**config.mk**
```make
export PLATFORM = sky130hd
export DESIGN_NAME = vme_ram_capture_ctrl
export DESIGN_NICKNAME = d
export VERILOG_FILES = /design/src/rtl/vme_ram_pkg.sv /design/src/rtl/vme_trig_edge.sv /design/src/rtl/vme_ram_capture_ctrl.sv
export SDC_FILE = /design/constraint.sdc
export NUM_CORES = 1
export LEC_CHECK = 0
export BUFFER_PORTS_ARGS = -buffer_cell sky130_fd_sc_hd__buf_2
export CORE_ASPECT_RATIO = 1.5
export CORE_MARGIN = 10
export CORE_UTILIZATION = 25
export DETAILED_ROUTE_END_ITERATION = 10
export SYNTH_ARGS = -nofsm -noshare
export SYNTH_HDL_FRONTEND = slang
export SYNTH_HIERARCHICAL = 1
export SYNTH_SLANG_ARGS = --single-unit
```
**constraint.sdc**
```tcl
create_clock -name clk -period 2.95 [get_ports clk]
set_clock_uncertainty 0.2 [all_clocks]
set_input_delay 0.59 -clock clk [delete_from_list [all_inputs] [get_ports clk]]
set_output_delay 0.59 -clock clk [all_outputs]
set_load 0.005 [all_outputs]
```
**src/rtl/vme_ram_pkg.sv**
```systemverilog
// Shared constants and FSM encoding for the VME event RAM write-side controller.
package vme_ram_pkg;

  localparam int VME_ADDR_W  = 10;
  localparam int TRIG_LOST_W = 16;

  typedef enum logic [0:0] {
    IDLE  = 1'b0,
    WRITE = 1'b1
  } state_t;

endpackage

```
**src/rtl/vme_trig_edge.sv**
```systemverilog
// Trigger register and rising-edge detector shared by the L2 trigger consumers.
module vme_trig_edge (
  input  logic clk,
  input  logic rst,
  input  logic trig_in,
  output logic trig_edge
);

  logic trig_q;

  always_ff @(posedge clk) begin
    if (rst) trig_q <= 1'b0;
    else     trig_q <= trig_in;
  end

  // A level held high produces exactly one edge.
  assign trig_edge = trig_in & ~trig_q;

endmodule

```
**src/rtl/vme_ram_capture_ctrl.sv**
```systemverilog
// Ping-pong write-side controller for the VME event RAM, with a readout release handshake.
// Optional trigger-loss counter is built when VME_RAM_TRIG_LOST_EN is defined.
import vme_ram_pkg::*;

module vme_ram_capture_ctrl #(
  parameter int ADDR_W = VME_ADDR_W
) (
  input  logic                   clk,
  input  logic                   rst,
  input  logic                   trig_in,
  input  logic [ADDR_W-1:0]      burst_len,
  input  logic                   rd_done,
  output logic                   wr_ena,
  output logic [ADDR_W:0]        wr_addr,
  output logic                   busy,
  output logic                   done,
  output logic                   buf_valid,
  output logic                   rd_bank,
  output logic [ADDR_W-1:0]      rd_len,
  output logic [TRIG_LOST_W-1:0] trig_lost
);

  localparam logic [0:0] S_IDLE  = IDLE;
  localparam logic [0:0] S_WRITE = WRITE;

  logic [0:0]        state;
  logic              wr_bank;
  logic              rd_ptr;
  logic [1:0]        full;
  logic [1:0]        full_next;
  logic [ADDR_W-1:0] offset;
  logic [ADDR_W-1:0] len_reg [2];
  logic              done_r;
  logic              trig_edge;
  logic              start;
  logic              burst_end;
  logic              release_ok;

  vme_trig_edge u_trig_edge (
    .clk       (clk),
    .rst       (rst),
    .trig_in   (trig_in),
    .trig_edge (trig_edge)
  );

  // Banks fill and drain in strict alternation, so full[wr_bank] implies both are full.
  assign start     = (state == S_IDLE) && trig_edge && !full[wr_bank];
  assign burst_end = (state == S_WRITE) && (offset == len_reg[wr_bank]);

  // Readout handshake: buf_valid/rd_bank/rd_len describe the oldest full bank; a rd_done
  // pulse while buf_valid is high releases it, a rd_done with nothing full is ignored.
  assign release_ok = rd_done && full[rd_ptr];

  always_comb begin
    full_next = full;
    if (burst_end)  full_next[wr_bank] = 1'b1;
    if (release_ok) full_next[rd_ptr]  = 1'b0;
  end

  always_ff @(posedge clk) begin
    if (rst) begin
      state      <= S_IDLE;
      wr_bank    <= 1'b0;
      rd_ptr     <= 1'b0;
      full       <= 2'b00;
      offset     <= '0;
      len_reg[0] <= '0;
      len_reg[1] <= '0;
      done_r     <= 1'b0;
    end else begin
      done_r <= burst_end;
      full   <= full_next;
      if (release_ok) rd_ptr <= ~rd_ptr;
      case (state)
        S_IDLE: begin
          if (start) begin
            len_reg[wr_bank] <= burst_len;
            offset           <= '0;
            state            <= S_WRITE;
          end
        end
        S_WRITE: begin
          if (burst_end) begin
            state   <= S_IDLE;
            wr_bank <= ~wr_bank;
            offset  <= '0;
          end else begin
            offset <= offset + ADDR_W'(1);
          end
        end
        default: state <= S_IDLE;
      endcase
    end
  end

`ifdef VME_RAM_TRIG_LOST_EN
  logic                   lose;
  logic [TRIG_LOST_W-1:0] lost_cnt;

  assign lose = (state == S_IDLE) && trig_edge && full[wr_bank];

  always_ff @(posedge clk) begin
    if (rst)                      lost_cnt <= '0;
    else if (lose && !(&lost_cnt)) lost_cnt <= lost_cnt + TRIG_LOST_W'(1);
  end

  assign trig_lost = lost_cnt;
`else
  assign trig_lost = '0;
`endif

  assign wr_ena    = (state == S_WRITE);
  assign busy      = (state == S_WRITE);
  assign wr_addr   = {wr_bank, offset};
  assign done      = done_r;
  assign buf_valid = |full;
  assign rd_bank   = rd_ptr;
  assign rd_len    = len_reg[rd_ptr];

endmodule

```
==> flow_metrics.tcl <==
set metrics [dict create \
    post_synthesis_register_bit_count 39 \
    cp_top_family "simple AND/OR/NAND/NOR gates" \
    place_hpwl_mm 3.80 \
    largest_register_ff_count 20 \
    detail_route.vias_per_cell 4.24 \
    cts_buffers 5 \
    floorplan.die.height_um 132 \
    max-cap-violations 0 \
    tritoncts "done" \
    number_of_antenna_cells_inserted 0 \
    finalMaxSlewViolations 0 \
    grt_use_total_pct 7.82 \
    syn_area_per_cell_sq_um 11.0 \
    relative_slew_slack_pct 41.6 \
    edff_count_synth 20 \
    first_iter_violations 60 \
    cp-start-kind "flip-flop" \
    timing.hold.worst_endpoint "u_trig_edge/trig_q" \
    crit_path_cell_trace "mux2i_1 -> xnor2_1 -> nor4_2 -> nand3_2 -> nor2_4 -> mux2_1" \
    path_buf_inv 0 \
    share_of_cells_above_drive_strength_1_pct 29.9 \
    hold_path_startpoint "trig_in" \
    place.detailed.instances 328 \
    initial_antenna_violation_count 0 \
    holdCritPathClass "input port to flip-flop" \
    fill_cells 828 \
    synth_top_cells_by_count "and2_1, edfxtp_1, dfxtp_1, buf_4, xnor2_1" \
    post_route_cell_area_sq_mm 0.00251 \
    timing.critical_path.fanout_max 10 \
    io_buffers 39 \
    area_used_by_multi_input_combinational_logic_sq_um 991 \
    die-width_um 94.6 \
    mappedNetlistArea_sq_mm 0.00208 \
    routed_wl_mm 4.65 \
    worst_slew_pin_slew_ns 0.870 \
    dr.pass1.iters 4 \
    setup.reg_to_reg.worst_slack_ns 0.38 \
    tritoncts_num_sinks 39 \
    r2r-end "wr_bank" \
    stdcell_count 336 \
    routed_wire_length_per_instance_um 13.8 \
    post_cts_resize_count 0 \
    drtAntennaViolNets 0 \
    endpoint_kind "flip-flop" \
    crit_arrival_ns 2.54 \
    required_ns 2.92 \
    cpPeakStageDelay_ns 0.66 \
    synth_top_area_share_pct 28.8 \
    min_delay_path_depth 2 \
    cts_max_path_buffers 2 \
    grt_max_degree 14 \
    yosysTopAreaCell "edfxtp_1" \
    outcome "complete, no violations" \
    seq_area_sq_um 981 \
    rr_worst_depth 6 \
    yosys_cell_types 38 \
    ir_drop_mv 0.213 \
    cts.reportedPaths.clkPinSlew_ns 0.06 \
    hold_buffers 0 \
    gp_routability_congestion 0.732 \
    cellLeakagePower_uw 0.000989 \
    route.detailed.drc 0 \
    postCtsSetupRepairBufs 0 \
    insertion_delay_ns 0.29 \
    placement_rows 40 \
    timing.setup.tns_ns 0 \
    via_count 1423 \
    yosys_warnings 6 \
    cts-htree-levels 2 \
    cts_root_buffer "clkbuf_16" \
    post_dp_area_sq_mm 0.00232 \
    synth-main-ff-cell "edfxtp_1" \
    cellPowerDensity_mw_per_mm2 562 \
    netlist_instances 190 \
    yosys-top-cells-area "edfxtp_1, dfxtp_1, buf_4" \
    final_count_of_hold_timing_violations 0 \
    initial_utilization_pct 25.9 \
    layout_min_cycle_time_ns 2.57 \
    num-nets-final 245 \
    synthMostInstantiatedCell "and2_1" \
    worstSetupPathType "flip-flop to flip-flop" \
    ioPinCount 56 \
    globalRoute.totalOverflow 0 \
    number_of_global_route_vias_before_repair 1561 \
    first_pass_grt_wire_length_mm 7.69 \
    f_max_mhz 390 \
    die_outline_area_sq_mm 0.0125 \
    min_period_over_period_pct 87.0 \
    core_sq_mm 0.00806 \
    synthArstFlopShare_pct 0 \
    rsz0062_at_grt "false" \
    layout-area-overhead-vs-synth_pct 20.4 \
    seq_area_frac_synth_pct 47.1 \
    setup_viol_count_final 0 \
    slowest_stage "dfxtp_1" \
]
## cells by family (layout without fill, tap and decap cells)
kind of cell / after synthesis / after routing / synth area share [%]
buffers and inverters: 25 / 51 / 8.10
adder cells (fa/ha/maj): 1 / 1 / 0.600
XOR/XNOR: 13 / 13 / 5.46
multiplexers: 23 / 23 / 11.8
AND/OR/NAND/NOR: 67 / 67 / 19.2
other: 1 / 16 / 0.180
AO/OA/AOI/OAI: 21 / 21 / 7.62
flip-flops: 39 / 39 / 47.1
## per-stage QoR
| stage | hold slack [ns] | total power, uW | worst slack (ns) | util (%) |
|---|---|---|---|---|
| final | 0.337 | 1410 | 0.384 | 31.1 |
| after global routing | 0.354 | 1460 | 0.163 | 31.1 |
| after CTS | 0.336 | 1420 | 0.325 | 31.1 |
| after detailed placement | 0.339 | 727 | 0.228 | 28.8 |
| after global placement | 0.330 | 724 | 0.344 | 28.8 |
| after floorplan | 0.304 | 698 | 0.735 | - |
## layer usage
| metal | GRT usage, % | vias to the layer above | share of wire [%] |
|---|---|---|---|
| li1 | - | 717 | - |
| met1 | 7.34 | 658 | 37 |
| met2 | 14.2 | 40 | 55 |
| met3 | 2.68 | 8 | 5.2 |
| met4 | 4.01 | 0 | 2.5 |
| met5 | 0 | - | 0 |
## area by class of cell
| class | instances | share of cell area (%) |
|---|---|---|
| Clock buffer | 6 | 5.13 |
| Clock inverter | 2 | 2.39 |
| Inverter | 2 | 0.299 |
| Multi-Input combinational cell | 141 | 39.5 |
| Sequential cell | 39 | 39.1 |
| Tap cell | 105 | 5.23 |
| Timing Repair Buffer | 41 | 8.37 |
## worst max path at each step
stage                     depth (start not counted)  startpoint       endpoint  slack, ns
after floorplan                                   3     trig_in  len_reg[1][0]       0.73
after global placement                            6   flip-flop      flip-flop       0.34
after detailed placement                          5         rst  len_reg[0][9]       0.23
after CTS                                         6   flip-flop        wr_bank       0.33
after global routing                              6   flip-flop        wr_bank       0.16
final                                             6   flip-flop        wr_bank       0.38
## cells in the final DEF (no fill, tap or decap), types with 2 or more instances in the layout
cell type / instances
buf_4: 2
clkbuf_16: 5
conb_1: 16
mux2_2: 10
nand2b_1: 2
xnor2_1: 12
nand2_1: 10
and2_1: 21
nor2b_4: 2
bufinv_16: 2
mux2_1: 2
nor3_1: 5
inv_1: 2
and3_1: 2
a21oi_1: 4
edfxtp_1: 20
a22o_1: 2
a311oi_1: 2
mux2i_1: 11
nand3_1: 8
o311ai_0: 3
o21ai_0: 4
or2_2: 3
nor2_1: 7
nor4_2: 2
a32o_1: 2
buf_2: 39
dfxtp_1: 19
## where the power goes
group          switching, uW  total (uW)  internal, uW
Sequential              13.3         602           589
Clock                    213         698           485
Combinational           61.2         110          49.0
Note: power is estimated with default switching activity, not from simulation.
